## src/rtl/fetch8_pkg.sv

```systemverilog
// Shared CPU package: fetch FSM state encoding and default bus widths.
package fetch8_pkg;

  typedef enum logic [1:0] {
    IDLE   = 2'd0,
    RUN    = 2'd1,
    HALTED = 2'd2
  } fetch_state_t;

  localparam int DEF_ADDR_W = 3;
  localparam int DEF_DATA_W = 32;

endpackage

```

## src/rtl/fetch8_buf2.sv

```systemverilog
// Two-entry FIFO holding fetched words with their fetch address as a tag.
// Entry 0 is always the head; a pop shifts entry 1 down.
module fetch_buf2 #(
  parameter int DW = 32,
  parameter int TW = 3
) (
  input  logic          clk,
  input  logic          rst_n,
  input  logic          flush,
  input  logic          push,
  input  logic [DW-1:0] push_data,
  input  logic [TW-1:0] push_tag,
  input  logic          pop,
  output logic [1:0]    count,
  output logic          head_valid,
  output logic [DW-1:0] head_data,
  output logic [TW-1:0] head_tag
);

  logic [DW-1:0] data_reg [2];
  logic [TW-1:0] tag_reg  [2];
  logic [1:0]    count_reg;
  logic [1:0]    count_next;
  logic          pop_eff;
  logic          wr_sel;

  // A pop on an empty buffer is ignored; the write slot is the first free
  // entry after any shift caused by a same-cycle pop.
  always_comb begin
    pop_eff    = pop && (count_reg != 2'd0);
    wr_sel     = (count_reg == 2'd2) || ((count_reg == 2'd1) && !pop_eff);
    count_next = count_reg;
    if (push && !pop_eff)      count_next = count_reg + 2'd1;
    else if (!push && pop_eff) count_next = count_reg - 2'd1;
  end

  // Storage and occupancy; flush empties the buffer regardless of push/pop.
  always_ff @(posedge clk or negedge rst_n) begin
    if (!rst_n) begin
      count_reg  <= 2'd0;
      data_reg[0] <= '0;
      data_reg[1] <= '0;
      tag_reg[0]  <= '0;
      tag_reg[1]  <= '0;
    end else if (flush) begin
      count_reg <= 2'd0;
    end else begin
      if (pop_eff) begin
        data_reg[0] <= data_reg[1];
        tag_reg[0]  <= tag_reg[1];
      end
      if (push) begin
        data_reg[wr_sel] <= push_data;
        tag_reg[wr_sel]  <= push_tag;
      end
      count_reg <= count_next;
    end
  end

  // Head is forced to zero when empty so stale words never leak out.
  always_comb begin
    count      = count_reg;
    head_valid = (count_reg != 2'd0);
    head_data  = head_valid ? data_reg[0] : '0;
    head_tag   = head_valid ? tag_reg[0]  : '0;
  end

endmodule

```

## src/rtl/fetch8.sv

```systemverilog
// Instruction fetch stage: FSM, program counter and issue logic in front of
// a 2-entry word buffer that feeds the decoder over valid/ready.
module fetch8
  import fetch8_pkg::*;
#(
  parameter int                ADDR_W   = DEF_ADDR_W,
  parameter int                DATA_W   = DEF_DATA_W,
  parameter logic [ADDR_W-1:0] RESET_PC = '0
) (
  input  logic              clk,
  input  logic              rst_n,
  input  logic              start,
  input  logic              halt,
  input  logic              redirect_valid,
  input  logic [ADDR_W-1:0] redirect_pc,
  output logic              mem_rd,
  output logic [ADDR_W-1:0] mem_addr,
  input  logic [DATA_W-1:0] mem_rdata,
  output logic              instr_valid,
  output logic [DATA_W-1:0] instr,
  output logic [ADDR_W-1:0] instr_pc,
  input  logic              instr_ready,
  output logic              busy
);

  fetch_state_t      state_reg;
  logic [ADDR_W-1:0] pc_reg;
  logic              busy_reg;
  logic [1:0]        count;
  logic              pop;
  logic              fetch;

  // Issue only in RUN, never alongside halt or redirect, and only when a
  // slot is free now or is being freed by this cycle's pop.
  always_comb begin
    pop      = instr_valid && instr_ready;
    fetch    = (state_reg == RUN) && !halt && !redirect_valid &&
               ((count < 2'd2) || pop);
    mem_rd   = fetch;
    mem_addr = fetch ? pc_reg : '0;
    busy     = busy_reg;
  end

  // Control FSM and program counter; redirect overrides the PC everywhere.
  always_ff @(posedge clk or negedge rst_n) begin
    if (!rst_n) begin
      state_reg <= IDLE;
      pc_reg    <= RESET_PC;
      busy_reg  <= 1'b0;
    end else begin
      case (state_reg)
        IDLE: begin
          if (redirect_valid) pc_reg <= redirect_pc;
          else if (start)     pc_reg <= RESET_PC;
          if (start) begin
            state_reg <= halt ? HALTED : RUN;
            busy_reg  <= !halt;
          end
        end
        RUN: begin
          if (redirect_valid) pc_reg <= redirect_pc;
          else if (fetch)     pc_reg <= pc_reg + ADDR_W'(1);
          if (halt) begin
            state_reg <= HALTED;
            busy_reg  <= 1'b0;
          end
        end
        HALTED: begin
          if (redirect_valid) pc_reg <= redirect_pc;
          if (start && !halt) begin
            state_reg <= RUN;
            busy_reg  <= 1'b1;
          end
        end
        default: begin
          state_reg <= IDLE;
          busy_reg  <= 1'b0;
        end
      endcase
    end
  end

  fetch_buf2 #(
    .DW(DATA_W),
    .TW(ADDR_W)
  ) u_buf (
    .clk        (clk),
    .rst_n      (rst_n),
    .flush      (redirect_valid),
    .push       (fetch),
    .push_data  (mem_rdata),
    .push_tag   (pc_reg),
    .pop        (pop),
    .count      (count),
    .head_valid (instr_valid),
    .head_data  (instr),
    .head_tag   (instr_pc)
  );

endmodule

```

## config.mk

```make
export PLATFORM = sky130hd
export DESIGN_NAME = fetch8
export DESIGN_NICKNAME = d
export VERILOG_FILES = /design/src/rtl/fetch8_pkg.sv /design/src/rtl/fetch8_buf2.sv /design/src/rtl/fetch8.sv
export SDC_FILE = /design/constraint.sdc
export NUM_CORES = 1
export LEC_CHECK = 0
export ABC_AREA = 1
export CORE_MARGIN = 1
export CORE_UTILIZATION = 50
export DETAILED_ROUTE_END_ITERATION = 7
export GPL_TIMING_DRIVEN = 0
export PLACE_DENSITY = 0.76
export SLEW_MARGIN = 40
export SYNTH_ARGS = -nofsm -noshare
export SYNTH_HDL_FRONTEND = slang
export SYNTH_HIERARCHICAL = 1
export SYNTH_SLANG_ARGS = --single-unit
```

## constraint.sdc

```tcl
create_clock -name clk -period 2.8 [get_ports clk]
set_input_delay 0.28 -clock clk [delete_from_list [all_inputs] [get_ports clk]]
set_output_delay 0.28 -clock clk [all_outputs]
set_load 0.1 [all_outputs]
```

==> results.md, run 1 <==
* Place WS at approximately 0.043 ns
* # diodes at 0
* Core Util, Final at 0.624
* Mapped Area at 4980 sq um
* Most frequent cell after synthesis: nand2_1
* Max_cap viols at 0
* P_int at roughly 3.3 mW
* Largest net degree at the start of global routing at 58
* Critical setup path kind: reg2out
* Critical Path Sink Type: primary output
* Area contributors post-synth: dfrtp_1, nand2_1, inv_1
* Top_reg_cell synth: dfrtp_1
* CTS Buffer Depth at 2
* Die Height at 102 microns
* Post-route minimum period at 2.60 ns
* Met2 Track Usage GR at 0.452
* Post-synth top cells: nand2_1, inv_1, nand3_1
* First-pass detailed-route iteration total at 5
* Area grow syn2layout at 21.9%
* Seq cells post-synth at approximately 80
* Die width at roughly 100 microns
* CTS tree: done
* First-pass GRT wire length at between 20 and 25 mm
* H-tree Lvls at 3
* Setup Skew at 0.00849 ns
* Worst path cell trace: inv_1, ha_1, buf_4, inv_4, buf_6, buf_6, nand2_1, nand2_1, nand3_2, inv_2, buf_6
* Vias in the first global route at 4,559
* Total power at ~7 mW
* Most Crowded Layer GR: met2
* DP Cell Count at ~930
* Clock Latency Late Sink at between 0.3 and 0.4 ns
* DRT iter0 DRCs at between 300 and 400
* Total wire length at roughly 13 mm
* WL/cell at approximately 13 microns
* Worst Setup Slack, final at 0.197 ns
* RD Place Congestion at 0.831
* Die ar. at 10,400 sq um
* # rows at 36
* Status: finished, final reports clean
* Routed Antenna Nets at 0
* Comb power frac at 0.557
* DP Wirelength at 8.93 mm
* Gr usage total at 0.267
* Final #Nets at between 800 and 900
* Relative slew slack at 0.650
* Total CTS buffers at 9
* Endpoints failing hold at 0
* Maximum fanout along the worst path at 11
* RSZ-0062 raised after global routing: false
* Met1 usage at 0.330
* Yosys cell types at 24
* Yosys top cell by area: dfrtp_1
* Sequential Power Share at 0.293
* Hold Path Class: in2async
* Fin crit share at 0.930
* Top-area cell type share of the netlist area at 0.392
* Synth Warn # at 6
* Largest stage delay on the critical path at around 0.35 ns
* CTS root buf: clkbuf_8
* Num ports at a little over 80
* Peak VDD IR at around 0.00063 V
* Final cell count without fillers at approximately 940
* Dpl cell area at between 5000 and 6000 sq um
* Fmax at just under 0.4 GHz
* Core Footprint at approximately 9700 sq um
* DR vias/cell at between 5 and 6
* Fill count at just under 900
* Clock Sinks at slightly below 80
* Met3 Resource Use GR at 0.0435
* Layout cell share with drive strength beyond 1 at 0.178
* Global route overflow at 0
* WP data arrival at approximately 2.3 ns
* Via count at 4,746
* Worst-margin pin slew at ~0.52 ns
* Leak at about 3.4 nW
* Clk pwr share at 0.151
* Port Buf Inserts at between 80 and 90
* Pwr Density at 1130 nW/um^2
* Multi-input logic area at approximately 2300 sq um
* FF+latch area at a little under 2000 sq um
* Worst EP required at approximately 2.5 ns
* Mapped Avg Cell Area at 6.99 sq um
* Register area share after synthesis at 0.392
* Net Switching at between 3 and 4 mW
* Design Area, Final at between 6000 and 7000 sq um
* Cell mode on critical path: buf_6
* CTS clk-pin slew, worst paths at roughly 0.080 ns
* Final Max Slew Viols at 0
* Switch share at 0.523
* Final setup viols at 0
* Post-Synthesis Cells at between 700 and 800
* Antenna violations before repair at 0
* CP max stage cell: dfrtp_1
* DRC errors left at 0
* Initial Util at 0.512
* Synth Net Count at roughly 760
* FFs w/ async S/R, synth at 1.00
* CP Launch Type: register
* Post-synth EDFFs at 0
critical path: cells and delay by family (launching register included):
| family | cells | cell delay, ns |
|---|---|---|
| buffers and inverters | 7 | 1.05 |
| AND/OR/NAND/NOR | 3 | 0.34 |
| flip-flops | 1 | 0.35 |
| adder cells (fa/ha/maj) | 1 | 0.20 |
cell type report:
| type | count | area share |
|---|---|---|
| inverters | 127 | 0.0789 |
| plain buffers | 42 | 0.0451 |
| flip-flops and latches | 78 | 0.322 |
| clock buffers | 11 | 0.0233 |
| clock inverters | 4 | 0.0157 |
| well taps | 133 | 0.0274 |
| repair buffers | 84 | 0.112 |
| multi-input cells | 464 | 0.377 |
placed cells by master (no fill, tap or decap), drive strengths merged, types with 3 or more instances in the layout:
cell,n
inv,127
dfrtp,78
bufinv,3
clkbuf,24
nand3,83
nand2,253
o21ai,40
ha,8
buf,73
nand4,35
nor2,41
clkdlybuf4s50,39
metal layers:
layer / part of all wire / vias to the layer above
li1: - / 2377
met1: 0.42 / 2209
met2: 0.50 / 140
met3: 0.055 / 20
met4: 0.018 / 0
met5: 0 / -
power groups by stage:
stage               registers (mW)  clock network (mW)  logic, mW
floorplan                     1.98                   0       3.10
global placement              1.98                   0       3.88
detailed placement            2.02                   0       3.82
CTS                           2.00                1.06       3.84
global route                  2.08                1.10       4.21
finish                        2.01                1.04       3.83
timing repair:
action / 4_1_cts / 5_1_grt
hold endpoints to repair: 21 / 0
gates resized for setup: 5 / 9
endpoints found under the setup margin: 4 / 35
setup buffers: 0 / 1
hold buffers: 1 / 0
pin swaps: 0 / 0
path summary, 6_finish.rpt:
kind / startpoint / to / slack [ns] / cells past startpoint
worst max-delay path: u_buf/count[0]$_DFFE_PN0P_ / mem_rd / 0.20 / 11
worst min-delay path: rst_n / u_buf/data_reg[41]$_DFFE_PN0N_ / 0.33 / 2
worst max register to register: u_buf/count[0]$_DFFE_PN0P_ / u_buf/tag_reg[3]$_DFFE_PN0N_ / 0.24 / 15
worst min register to register: busy$_DFFE_PN0P_ / busy$_DFFE_PN0P_ / 0.48 / 2
min in group clk: busy$_DFFE_PN0P_ / busy$_DFFE_PN0P_ / 0.48 / 2
max in group asynchronous: rst_n / state_reg[1]$_DFFE_PN0P_ / 1.93 / 3
stage by stage:
| step | TNS [ns] | hold slack [ns] |
|---|---|---|
| global placement | -111.86 | 0.462 |
| finish | 0 | 0.329 |
| CTS | 0 | 0.323 |
| global route | 0 | 0.354 |
| floorplan | -13.20 | -0.0156 |
| detailed placement | 0 | 0.150 |
logic make-up (layout without fill, tap and decap cells):
logic type      count (synthesis)  count (layout)  share of synthesized area
simple gates                  413             413                      0.368
compound gates                 42              42                     0.0686
flops                          78              78                      0.392
xor+xnor                        1               1                    0.00176
fa+ha+maj                       8               8                     0.0201
buf+inv                       170             268                      0.150
Note: power is estimated with default switching activity, not from simulation.
==> run 2, diff against run 1 <==
--- a/config.mk
+++ b/config.mk
@@ -6,6 +6,8 @@
 export NUM_CORES = 1
 export LEC_CHECK = 0
 export ABC_AREA = 1
+export ABC_CLOCK_PERIOD_IN_PS = 2800
+export CORE_ASPECT_RATIO = 2
 export CORE_MARGIN = 1
 export CORE_UTILIZATION = 50
 export DETAILED_ROUTE_END_ITERATION = 7
==> run 2 against run 1 <==
Global-route usage fell by 0.13 points. Highest routed layer unchanged. Worst hold slack better by 0.048 ns. Cell area increased by 1.0%.
==> results.md, run 2 (synthesis results as in run 1) <==
* Status: finished, final reports clean
* WL/cell at 13.8 microns
* CTS root buf: clkbuf_16
* Gr usage total at 0.266
* RD Place Congestion at around 0.86
* # rows at 51
* Place WS at -0.0146 ns
* Num ports at between 80 and 90
* Routed Antenna Nets at 0
* Fmax at 0.376 GHz
* Most frequent cells in the layout: nand2_1, inv_1, nand3_1, dfrtp_1, buf_2
* Total power at about 7.0 mW
* Cell mode on critical path: buf_6
* FF+latch area at 1950 sq um
* Total CTS buffers at 9
* First-pass GRT wire length at about 21 mm
* Die Height at approximately 140 microns
* Pwr Density at between 1000 and 1500 nW/um^2
* Initial Util at 0.513
* Final cell count without fillers at ~950
* Layout cell share with drive strength beyond 1 at 0.180
* Setup Skew at 0.00427 ns
* Fill count at just over 900
* Critical Path Sink Type: primary output
* Worst-margin pin slew at 0.528 ns
* Antenna violations before repair at 0
* DP Cell Count at between 900 and 1,000
* CP Launch Type: register
* Largest stage delay on the critical path at between 0.3 and 0.4 ns
* Clock Sinks at about 80
* Post-route minimum period at 2.66 ns
* Endpoints failing hold at 0
* Worst path cell trace: inv_1, ha_1, buf_4, inv_4, buf_6, buf_6, nand2_1, nand2_1, nand3_2, inv_2, buf_4, buf_6
* Hold Path Class: in2async
* Port Buf Inserts at a little over 80
* Multi-input logic area at around 2300 sq um
* Vias in the first global route at ~4,800
* CTS clk-pin slew, worst paths at about 0.060 ns
* DR vias/cell at roughly 5.1
* Clock Latency Late Sink at roughly 0.33 ns
* Maximum fanout along the worst path at 11
* H-tree Lvls at 3
* Global route overflow at 0
* CP max stage cell: dfrtp_1
* CTS tree: done
* DRT iter0 DRCs at roughly 430
* Max_cap viols at 0
* Relative slew slack at 0.648
* DRC errors left at 0
* Worst Setup Slack, final at between 0.1 and 0.15 ns
* First-pass detailed-route iteration total at 5
* # diodes at 0
* Most common cell after layout, fill and taps aside: nand2_1
* Final #Nets at approximately 860
* Final setup viols at 0
* Largest net degree at the start of global routing at 51
* DP Wirelength at 9.12 mm
* Peak VDD IR at approximately 0.00062 V
* Core Footprint at about 9700 sq um
* Via count at roughly 5,000
* Fin crit share at 0.951
* Worst EP required at around 2.5 ns
* RSZ-0062 raised after global routing: false
* Total wire length at 13.1 mm
* Final Max Slew Viols at 0
* Die ar. at approximately 10,000 sq um
* Critical setup path kind: reg2out
* Die width at around 73 microns
* Setup TNS at 0 ns
* Leak at roughly 3.4 nW
* CTS Buffer Depth at 2
* Area grow syn2layout at 23.1%
* WP data arrival at 2.38 ns
-- run 2: worst paths after layout --
path | cells after the start | start | slack (ns) | endpoint
setup / recovery | 12 | u_buf/count[1]$_DFFE_PN0P_ | 0.14 | mem_rd
hold / removal | 2 | rst_n | 0.38 | u_buf/data_reg[48]$_DFFE_PN0N_
setup reg to reg | 17 | u_buf/count[1]$_DFFE_PN0P_ | 0.18 | u_buf/data_reg[49]$_DFFE_PN0N_
hold reg to reg | 2 | busy$_DFFE_PN0P_ | 0.47 | busy$_DFFE_PN0P_
max in group asynchronous | 3 | rst_n | 1.86 | asynchronous set/reset pin
min in group clk | 2 | busy$_DFFE_PN0P_ | 0.47 | busy$_DFFE_PN0P_
-- run 2: report_power, final --
part / internal (mW) / switching [mW]
sequential: 1.65 / 0.364
combinational: 1.02 / 2.84
clock: 0.707 / 0.456
total: 3.38 / 3.66
-- run 2: area by class of cell --
class                   instances  share of cell area
multi-input cells             464               0.373
flip-flops and latches         78               0.318
repair buffers                 86               0.112
inverters                     127              0.0781
plain buffers                  43              0.0449
clock buffers                  11              0.0396
well taps                     132              0.0269
clock inverters                 4             0.00775
-- run 2: critical path: cells and delay by family, from the launching register on --
kind / cells / cell delay [ns]
flip-flops: 1 / 0.38
adder cells (fa/ha/maj): 1 / 0.19
AND/OR/NAND/NOR: 3 / 0.36
buffers and inverters: 8 / 1.11
-- run 2: metal layers --
| metal | track usage | part of all wire | up-vias |
|---|---|---|---|
| li1 | - | - | 2381 |
| met1 | 0.296 | 0.39 | 2272 |
| met2 | 0.482 | 0.54 | 180 |
| met3 | 0.0416 | 0.047 | 30 |
| met4 | 0.121 | 0.024 | 0 |
| met5 | 0 | 0 | - |
-- run 2: repair_timing --
| item | 4_1_cts | 5_1_grt |
|---|---|---|
| hold buffers | 1 | 0 |
| hold endpoints to repair | 28 | 0 |
| setup endpoints to repair | 11 | 35 |
| pin swaps | 0 | 0 |
| gates resized for setup | 6 | 5 |
| buffers inserted | 0 | 3 |
-- run 2: per-stage QoR --
stage	hold slack [ns]	utilization	instance area [sq um]
3_3_place_gp	0.465	0.614	5960
5_1_grt	0.424	0.632	6130
3_5_place_dp	0.176	0.596	5780
2_1_floorplan	-0.0156	-	4980
4_1_cts	0.386	0.628	6090
6_report	0.377	0.632	6130
